File: config.mk
export PLATFORM = sky130hd
export DESIGN_NAME = button_event_decoder_flat
export DESIGN_NICKNAME = d
export VERILOG_FILES = /design/src/rtl/sale_terminal_pkg.sv /design/src/rtl/button_event_decoder_if.sv /design/src/rtl/button_event_decoder_edge_detect.sv /design/src/rtl/button_event_decoder.sv /design/src/flat_wrapper.sv
export SDC_FILE = /design/constraint.sdc
export NUM_CORES = 1
export LEC_CHECK = 0
export CAP_MARGIN = 20
export CELL_PAD_IN_SITES_DETAIL_PLACEMENT = 1
export CELL_PAD_IN_SITES_GLOBAL_PLACEMENT = 1
export CORE_MARGIN = 5
export CORE_UTILIZATION = 30
export CTS_BUF_LIST = sky130_fd_sc_hd__clkbuf_4
export CTS_CLUSTER_DIAMETER = 200
export CTS_CLUSTER_SIZE = 16
export DETAILED_ROUTE_END_ITERATION = 16
export PLACE_DENSITY = 0.53
export SYNTH_ARGS = -nofsm -noshare
export SYNTH_HDL_FRONTEND = slang
export SYNTH_SLANG_ARGS = --single-unit
File: constraint.sdc
create_clock -name CLK -period 5.05 [get_ports CLK]
set_input_delay 1.01 -clock CLK [delete_from_list [all_inputs] [get_ports CLK]]
set_output_delay 1.01 -clock CLK [all_outputs]
set_load 0.01 [all_outputs]
File: src/rtl/sale_terminal_pkg.sv
// Shared types and constants for the sale-terminal front panel logic:
// button decoder state encoding and default timing constants.
package sale_terminal_pkg;

  typedef enum logic [1:0] {
    IDLE    = 2'd0,
    PRESSED = 2'd1,
    LONG    = 2'd2
  } btn_state_t;

  localparam int DEFAULT_LONG_PRESS_CYCLES = 50_000_000;
  localparam int DEFAULT_REPEAT_CYCLES     = 10_000_000;

  function automatic int max_int(input int a, input int b);
    return (a > b) ? a : b;
  endfunction

endpackage

File: src/rtl/button_event_decoder_if.sv
// Switch input and event outputs of the button event decoder.
// The master drives the switch/enable side; the decoder is the slave.
interface button_event_decoder_if;
  logic CleanSWIn;
  logic Enable;
  logic PressPulse;
  logic ReleasePulse;
  logic LongPressPulse;
  logic RepeatPulse;
  logic Held;

  modport master (
    output CleanSWIn, Enable,
    input  PressPulse, ReleasePulse, LongPressPulse, RepeatPulse, Held
  );

  modport slave (
    input  CleanSWIn, Enable,
    output PressPulse, ReleasePulse, LongPressPulse, RepeatPulse, Held
  );
endinterface

File: src/rtl/button_event_decoder_edge_detect.sv
// Edge detector for the debounced switch level: keeps the previous sample
// (SwPrev) and flags rising and falling edges combinationally.
module edge_detect (
  input  logic CLK,
  input  logic RST_N,
  input  logic din,
  output logic rise,
  output logic fall
);

  logic sw_prev_reg;

  always_ff @(posedge CLK or negedge RST_N) begin
    if (!RST_N) begin
      sw_prev_reg <= 1'b0;
    end else begin
      sw_prev_reg <= din;
    end
  end

  assign rise = din & ~sw_prev_reg;
  assign fall = ~din & sw_prev_reg;

endmodule

File: src/rtl/button_event_decoder.sv
// Button event decoder: press / release / long-press pulses and a Held level.
// Define BTN_AUTOREPEAT_EN to enable periodic RepeatPulse while in LONG.
module button_event_decoder
  import sale_terminal_pkg::*;
#(
  parameter int LONG_PRESS_CYCLES = DEFAULT_LONG_PRESS_CYCLES,
  parameter int REPEAT_CYCLES     = DEFAULT_REPEAT_CYCLES
) (
  input logic                   CLK,
  input logic                   RST_N,
  button_event_decoder_if.slave bus
);

  localparam int CNT_W = $clog2(max_int(LONG_PRESS_CYCLES, REPEAT_CYCLES)) + 1;
  localparam logic [CNT_W-1:0] LONG_LAST = CNT_W'(LONG_PRESS_CYCLES - 1);

  localparam int P_PRESS   = 0;
  localparam int P_RELEASE = 1;
  localparam int P_LONG    = 2;
`ifdef BTN_AUTOREPEAT_EN
  localparam int P_REPEAT   = 3;
  localparam int NUM_PULSES = 4;
  localparam logic [CNT_W-1:0] REPEAT_LAST = CNT_W'(REPEAT_CYCLES - 1);
`else
  localparam int NUM_PULSES = 3;
`endif

  btn_state_t             state_reg, state_next;
  logic [CNT_W-1:0]       cnt_reg, cnt_next;
  logic [NUM_PULSES-1:0]  pulse_reg, pulse_next;
  logic                   sw_rise;
  logic                   sw_fall;

  edge_detect u_edge_detect (
    .CLK   (CLK),
    .RST_N (RST_N),
    .din   (bus.CleanSWIn),
    .rise  (sw_rise),
    .fall  (sw_fall)
  );

  always_ff @(posedge CLK or negedge RST_N) begin
    if (!RST_N) begin
      state_reg <= IDLE;
      cnt_reg   <= '0;
      pulse_reg <= '0;
    end else begin
      state_reg <= state_next;
      cnt_reg   <= cnt_next;
      pulse_reg <= pulse_next;
    end
  end

  // Outside IDLE the previous sample is always 1, so a falling edge is
  // exactly "switch low now" -- the release condition.
  always_comb begin
    state_next = state_reg;
    cnt_next   = cnt_reg;
    pulse_next = '0;
    if (!bus.Enable) begin
      state_next = IDLE;
      cnt_next   = '0;
    end else begin
      case (state_reg)
        IDLE: begin
          if (sw_rise) begin
            pulse_next[P_PRESS] = 1'b1;
            cnt_next            = '0;
            state_next          = PRESSED;
          end
        end
        PRESSED: begin
          if (sw_fall) begin
            pulse_next[P_RELEASE] = 1'b1;
            cnt_next              = '0;
            state_next            = IDLE;
          end else if (cnt_reg == LONG_LAST) begin
            pulse_next[P_LONG] = 1'b1;
            cnt_next           = '0;
            state_next         = LONG;
          end else begin
            cnt_next = cnt_reg + 1'b1;
          end
        end
        LONG: begin
          if (sw_fall) begin
            pulse_next[P_RELEASE] = 1'b1;
            cnt_next              = '0;
            state_next            = IDLE;
          end else begin
`ifdef BTN_AUTOREPEAT_EN
            if (cnt_reg == REPEAT_LAST) begin
              pulse_next[P_REPEAT] = 1'b1;
              cnt_next             = '0;
            end else begin
              cnt_next = cnt_reg + 1'b1;
            end
`else
            cnt_next = '0;
`endif
          end
        end
        default: begin
          state_next = IDLE;
          cnt_next   = '0;
        end
      endcase
    end
  end

  assign bus.PressPulse     = pulse_reg[P_PRESS];
  assign bus.ReleasePulse   = pulse_reg[P_RELEASE];
  assign bus.LongPressPulse = pulse_reg[P_LONG];
`ifdef BTN_AUTOREPEAT_EN
  assign bus.RepeatPulse    = pulse_reg[P_REPEAT];
`else
  assign bus.RepeatPulse    = 1'b0;
`endif
  assign bus.Held           = (state_reg != IDLE);

endmodule

File: src/flat_wrapper.sv
// flat-port wrapper written by rule: the top's interface ports become plain ports
module button_event_decoder_flat import sale_terminal_pkg::*;
#(
  parameter int LONG_PRESS_CYCLES = DEFAULT_LONG_PRESS_CYCLES,
  parameter int REPEAT_CYCLES     = DEFAULT_REPEAT_CYCLES
)
  (CLK, RST_N, bus_CleanSWIn, bus_Enable, bus_PressPulse, bus_ReleasePulse, bus_LongPressPulse, bus_RepeatPulse, bus_Held);
  button_event_decoder_if bus_i ();
  input logic CLK;
  input logic RST_N;
  input wire logic [$bits(bus_i.CleanSWIn)-1:0] bus_CleanSWIn;
  input wire logic [$bits(bus_i.Enable)-1:0] bus_Enable;
  output wire logic [$bits(bus_i.PressPulse)-1:0] bus_PressPulse;
  output wire logic [$bits(bus_i.ReleasePulse)-1:0] bus_ReleasePulse;
  output wire logic [$bits(bus_i.LongPressPulse)-1:0] bus_LongPressPulse;
  output wire logic [$bits(bus_i.RepeatPulse)-1:0] bus_RepeatPulse;
  output wire logic [$bits(bus_i.Held)-1:0] bus_Held;
  assign bus_i.CleanSWIn = bus_CleanSWIn;
  assign bus_i.Enable = bus_Enable;
  assign bus_PressPulse = bus_i.PressPulse;
  assign bus_ReleasePulse = bus_i.ReleasePulse;
  assign bus_LongPressPulse = bus_i.LongPressPulse;
  assign bus_RepeatPulse = bus_i.RepeatPulse;
  assign bus_Held = bus_i.Held;
  button_event_decoder #(.LONG_PRESS_CYCLES(LONG_PRESS_CYCLES), .REPEAT_CYCLES(REPEAT_CYCLES)) u_core (.CLK(CLK), .RST_N(RST_N), .bus(bus_i));
endmodule
# Word-level counts from Yosys, hierarchy flattened
# Cells that the tools add are included.
# op_classes
eq_ne	6
mux	19
n_addsub	1
bitwise_logic	4
n_reduce_logical	4
# op_table
operator	n
2-to-1 mux 27 bit	4
one-hot mux 27 bit (2 select lines)	1
adder 27 x 1 -> 27 bit (second input constant)	1
equality test 27 x 26 -> 1 bit (second input constant)	1
2-to-1 mux 2 bit	5
2-to-1 mux 1 bit	7
inequality test 3 x 2 -> 1 bit (second input constant)	2
one-hot mux 2 bit (3 select lines)	1
inequality test 4 x 2 -> 1 bit (second input constant)	1
2-to-1 mux 3 bit	1
AND reduction 3 bit	1
bitwise AND 1 bit	2
equality test 2 x 1 -> 1 bit (second input constant)	1
equality test 2 bit (second input constant)	1
logical NOT 2 bit	1
inverter 1 bit	2
nonzero test 2 bit	1
OR reduction 2 bit	1
# word_totals
regBits	33
in_bits	4
word_cells	38
output_inout_bits	5

# Logic depth before layout (Yosys ltp)
# logic_depth
depth_word	5
depth_mapped	8
ltp_nobuf	7

# Hierarchy
# Synthesis repeated with hierarchy kept, for this count alone.
# unflattened
cells_unflattened	186
area_unflattened_um2	1878.1
# by_module_without_submodules
module	instances	area_per_inst_um2	cells_each	seq_area_each_um2
button_event_decoder	1	1838.0	183	800.8
edge_detect	1	40.0	3	25.0

# Least setup slack after synthesis
# Ideal clock, no wire load.
# synth_path
kind	input to register
start	input port bus_Enable
end	register u_core.cnt_reg[22]
setup_time_ns	0.124
n_path_buf	0
cell_stages	5
t_arrival_ns	2.156
path_slack_ns	2.769
required_ns	4.926
path_cell_list	and2_4 > a2111o_1 > nor4_1 > xnor2_1 > nor2_2
# synth_between
elab_chain_cells	1
elab_cells_between_ends	2
classes_between	eq/ne: 1; mux: 1
# synth_lines
element	line	rtl
from (decl)	flat_wrapper.sv:12	input wire logic [$bits(bus_i.Enable)-1:0] bus_Enable;
inequality test 3 x 2 -> 1 bit (no line) or 2-to-1 mux 27 bit (tied branches)	n/a	
to (signal assigned)	button_event_decoder.sv:49	cnt_reg <= cnt_next;
to (decl)	button_event_decoder.sv:29	logic [CNT_W-1:0] cnt_reg, cnt_next;
# Parallel ways exist; a longest one is shown, timed or not.
# A chain may end at the register's enable or synchronous reset.

# Final worst setup path
# layout_path
start	input port bus_CleanSWIn
end	register u_core.cnt_reg[26]
# layout_between
elab_chain_cells	5
elab_cells_between_ends	7
classes_between	eq/ne: 1; mux: 3; bitwise: 3
# layout_lines
element	line	rtl
from (decl)	flat_wrapper.sv:11	input wire logic [$bits(bus_i.CleanSWIn)-1:0] bus_CleanSWIn;
inverter 1 bit	button_event_decoder_edge_detect.sv:22	assign fall = ~din & sw_prev_reg;
bitwise AND 1 bit	button_event_decoder_edge_detect.sv:22	
2-to-1 mux 27 bit	button_event_decoder.sv:73	if (sw_fall) begin
one-hot mux 27 bit (2 select lines)	button_event_decoder.sv:64	case (state_reg)
2-to-1 mux 27 bit	button_event_decoder.sv:60	if (!bus.Enable) begin
# Parallel ways exist; a longest one is shown, timed or not.

==> results.yml <==
clock_tree:
  cts_tree: "yes"
  clock-sinks: 33
  root_buffer: "clkbuf_4"
  cts_setup_buffers: 0
  insertion_delay_ps: 340
  cts_buffer_depth: 2
  postCtsHoldBufs: 0
  path_clk_slew_ps: 110
  cts_resized: 0
  htree_levels: 2
  numCtsBuffers: 5
synth:
  yosysWarnings: 0
  syn_nets: 201
  syn_inst: 193
  yosysSeqAreaShare_pct: 45.1
  synth-seq-cells: 33
  avgSynthCellArea_sq_um: 9.48
  synth_edf_count: 0
  ys.flop_type: "dfrtp_1"
  async_flop_share_pct: 100
  syn-cell-area_sq_um: 1830
  synth.distinct_cells: 42
global_routing:
  grt_pass1_wl_um: 7450
  antenna_found_initial: 0
  grt_pass1_vias: 1501
  grtUsageTotal_pct: 12.5
  grt_overflow: 0
  grt_start_max_net_pins: 34
routing:
  postRouteAntennaNets: 0
  firstDrtPassIters: 4
  vias_per_cell: 5.17
  drt_iter0_drc: 48
  dr_total_vias: 1433
  drc: 0
  wl_per_cell_um: 16.1
  drt_wl_total_um: 4460
worst_setup_path:
  rrSetupSlack_ps: 2870
  reg2reg_depth: 7
  required_ps: 5270
  end_kind: "flop"
  r2r-end: "u_core.cnt_reg[26]$_DFFE_PN0P_"
  cp_max_fo: 8
  r2r_start: "u_core.state_reg[0]$_DFFE_PN0P_"
  arrival_ps: 2900
  critical_path_class: "input port to flop"
  startpoint: "bus_CleanSWIn"
  crit_path_start_kind: "input port"
  endpoint: "u_core.cnt_reg[26]$_DFFE_PN0P_"
pwr:
  ir_drop_mv: 0.130
  pwr-share-clk_pct: 29.5
  powerDensity_nw_per_um2: 279
  p_comb_share_pct: 21.2
  leakagePower_nw: 0.790
  p_int_w: 0.000384
  pwr-share-seq_pct: 49.3
  switching_share_pct: 31.8
  power_switching_w: 0.000179
floorplanning:
  io_pins: 9
  rows: 28
  die_x_um: 88.1
  design.die.area_sq_um: 7760
  die_y_um: 88.1
  initial_utilization_pct: 30.9
  coreArea_sq_um: 5920
flow_run:
  cap_violations: 0
layout:
  final_net_count: 209
  largest_reg_flops: 27
  drive_gt1_share_pct: 10.4
  area_growth_pct: 10.2
  antenna_cells: 0
timing:
  report.final.slew_viol_count: 0
  finClkSkew_ps: 12.8
  hold_slack_ps: 543
  tightest_slew_ps: 637
  setup_ws_ps: 2370
  hold_viol: 0
  setup_viol: 0
  min_period_ps: 2680
  grt_setup_unrepaired: "false"
  slew_headroom_pct: 57.5
  max_freq_mhz: 373
  period_share_pct: 53.1
  timing.setup.tns_ps: 0
status:
  status: "finished clean"
worst_hold_path:
  hp-class: "flop to flop"
  whs_path_depth: 2
placement:
  place_ws_ps: 2010
  io_buffers: 7
  dp_hpwl_um: 3280
  gp_congestion: 0.738
==> metal layers <==
layer / part of all wire (%) / GRT usage, % / vias to the layer above
li1: - / - / 702
met1: 48 / 16.3 / 716
met2: 48 / 20.9 / 11
met3: 2.7 / 2.82 / 4
met4: 1.1 / 3.30 / 0
met5: 0 / 0 / -
==> power groups by stage <==
stage / Sequential, W / Combinational (W) / Clock (W)
2_1_floorplan: 0.000282 / 0.0000820 / 0
3_3_place_gp: 0.000282 / 0.000118 / 0
3_5_place_dp: 0.000283 / 0.000121 / 0
4_1_cts: 0.000278 / 0.000122 / 0.000174
5_1_grt: 0.000279 / 0.000135 / 0.000180
6_report: 0.000277 / 0.000119 / 0.000166
==> per-stage QoR <==
stage                     instances  total power, W  cell area, sq um  utilization, %
after floorplan                 193        0.000364              1830               -
after global placement          269        0.000400              1960            33.1
after detailed placement        269        0.000404              1960            33.1
after CTS                       277        0.000574              2020            34.1
after global routing            277        0.000594              2020            34.1
final                           277        0.000563              2020            34.1
==> layout make-up <==
class	count	area, sq um
Fill cell	691	3900
Multi-Input combinational cell	149	945
Sequential cell	33	826
Tap cell	75	93.8
Timing Repair Buffer	8	77.6
Clock buffer	8	60.1
Inverter	4	15.0
==> cells in the final DEF (no fill, tap or decap), drive strengths merged, types with 3 or more instances in the layout <==
cell | Yosys | routed
ha | 4 | 4
nand2 | 21 | 21
clkdlybuf4s50 | 0 | 7
clkbuf | 3 | 8
and3 | 4 | 4
nor2 | 30 | 30
inv | 4 | 4
and2 | 3 | 3
o21ai | 10 | 10
xnor2 | 9 | 9
a21oi | 6 | 6
nor3 | 3 | 3
nor4 | 7 | 7
dfrtp | 33 | 33
nand4 | 9 | 9
xor2 | 8 | 8
nand3 | 13 | 13
==> Yosys cell counts (2+ instances only) <==
master     instances  area, sq um
dfrtp_1           33          826
nor2_1            29          109
nand2_1           21         78.8
nand3_1           12         60.1
o21ai_0           10         50.1
xnor2_1            9         78.8
nand4_1            8         50.1
xor2_1             8         70.1
a21oi_1            5         25.0
and3_1             4         25.0
ha_1               4         50.1
inv_1              4         15.0
nor4_1             4         25.0
buf_4              3         22.5
clkbuf_1           3         11.3
nor3_1             3         15.0
nor4_2             3         37.5
a2111o_1           2         22.5
a2111oi_2          2         30.0
and2_1             2         12.5
nand2b_1           2         12.5
o31ai_1            2         15.0
==> worst min path at each step <==
stage	from	slack (ps)	end
CTS	u_core.cnt_reg[0]$_DFFE_PN0P_	540	u_core.cnt_reg[0]$_DFFE_PN0P_
finish	u_core.cnt_reg[1]$_DFFE_PN0P_	540	u_core.cnt_reg[1]$_DFFE_PN0P_
global route	u_core.cnt_reg[1]$_DFFE_PN0P_	580	u_core.cnt_reg[1]$_DFFE_PN0P_
floorplan	u_core.cnt_reg[1]$_DFFE_PN0P_	470	u_core.cnt_reg[1]$_DFFE_PN0P_
detailed placement	u_core.cnt_reg[0]$_DFFE_PN0P_	530	u_core.cnt_reg[0]$_DFFE_PN0P_
global placement	u_core.cnt_reg[1]$_DFFE_PN0P_	500	u_core.cnt_reg[1]$_DFFE_PN0P_
==> cell families after synthesis <==
group                      share of synthesized area, %
buffers and inverters                              3.28
adders and majority gates                          2.73
and+or+nand+nor                                    28.8
muxes                                             0.547
other                                             0.205
DFF                                                45.1
AOI/OAI and AO/OA                                  11.2
xor gates and xnor gates                           8.13
==> critical path, stage by stage <==
cell,delay (ps)
clkdlybuf4s50_1,510
nand2b_1,220
a2111o_1,510
nor4b_2,420
xnor2_1,170
nor2_1,50
No activity file was read; power rests on OpenSTA's default activity.
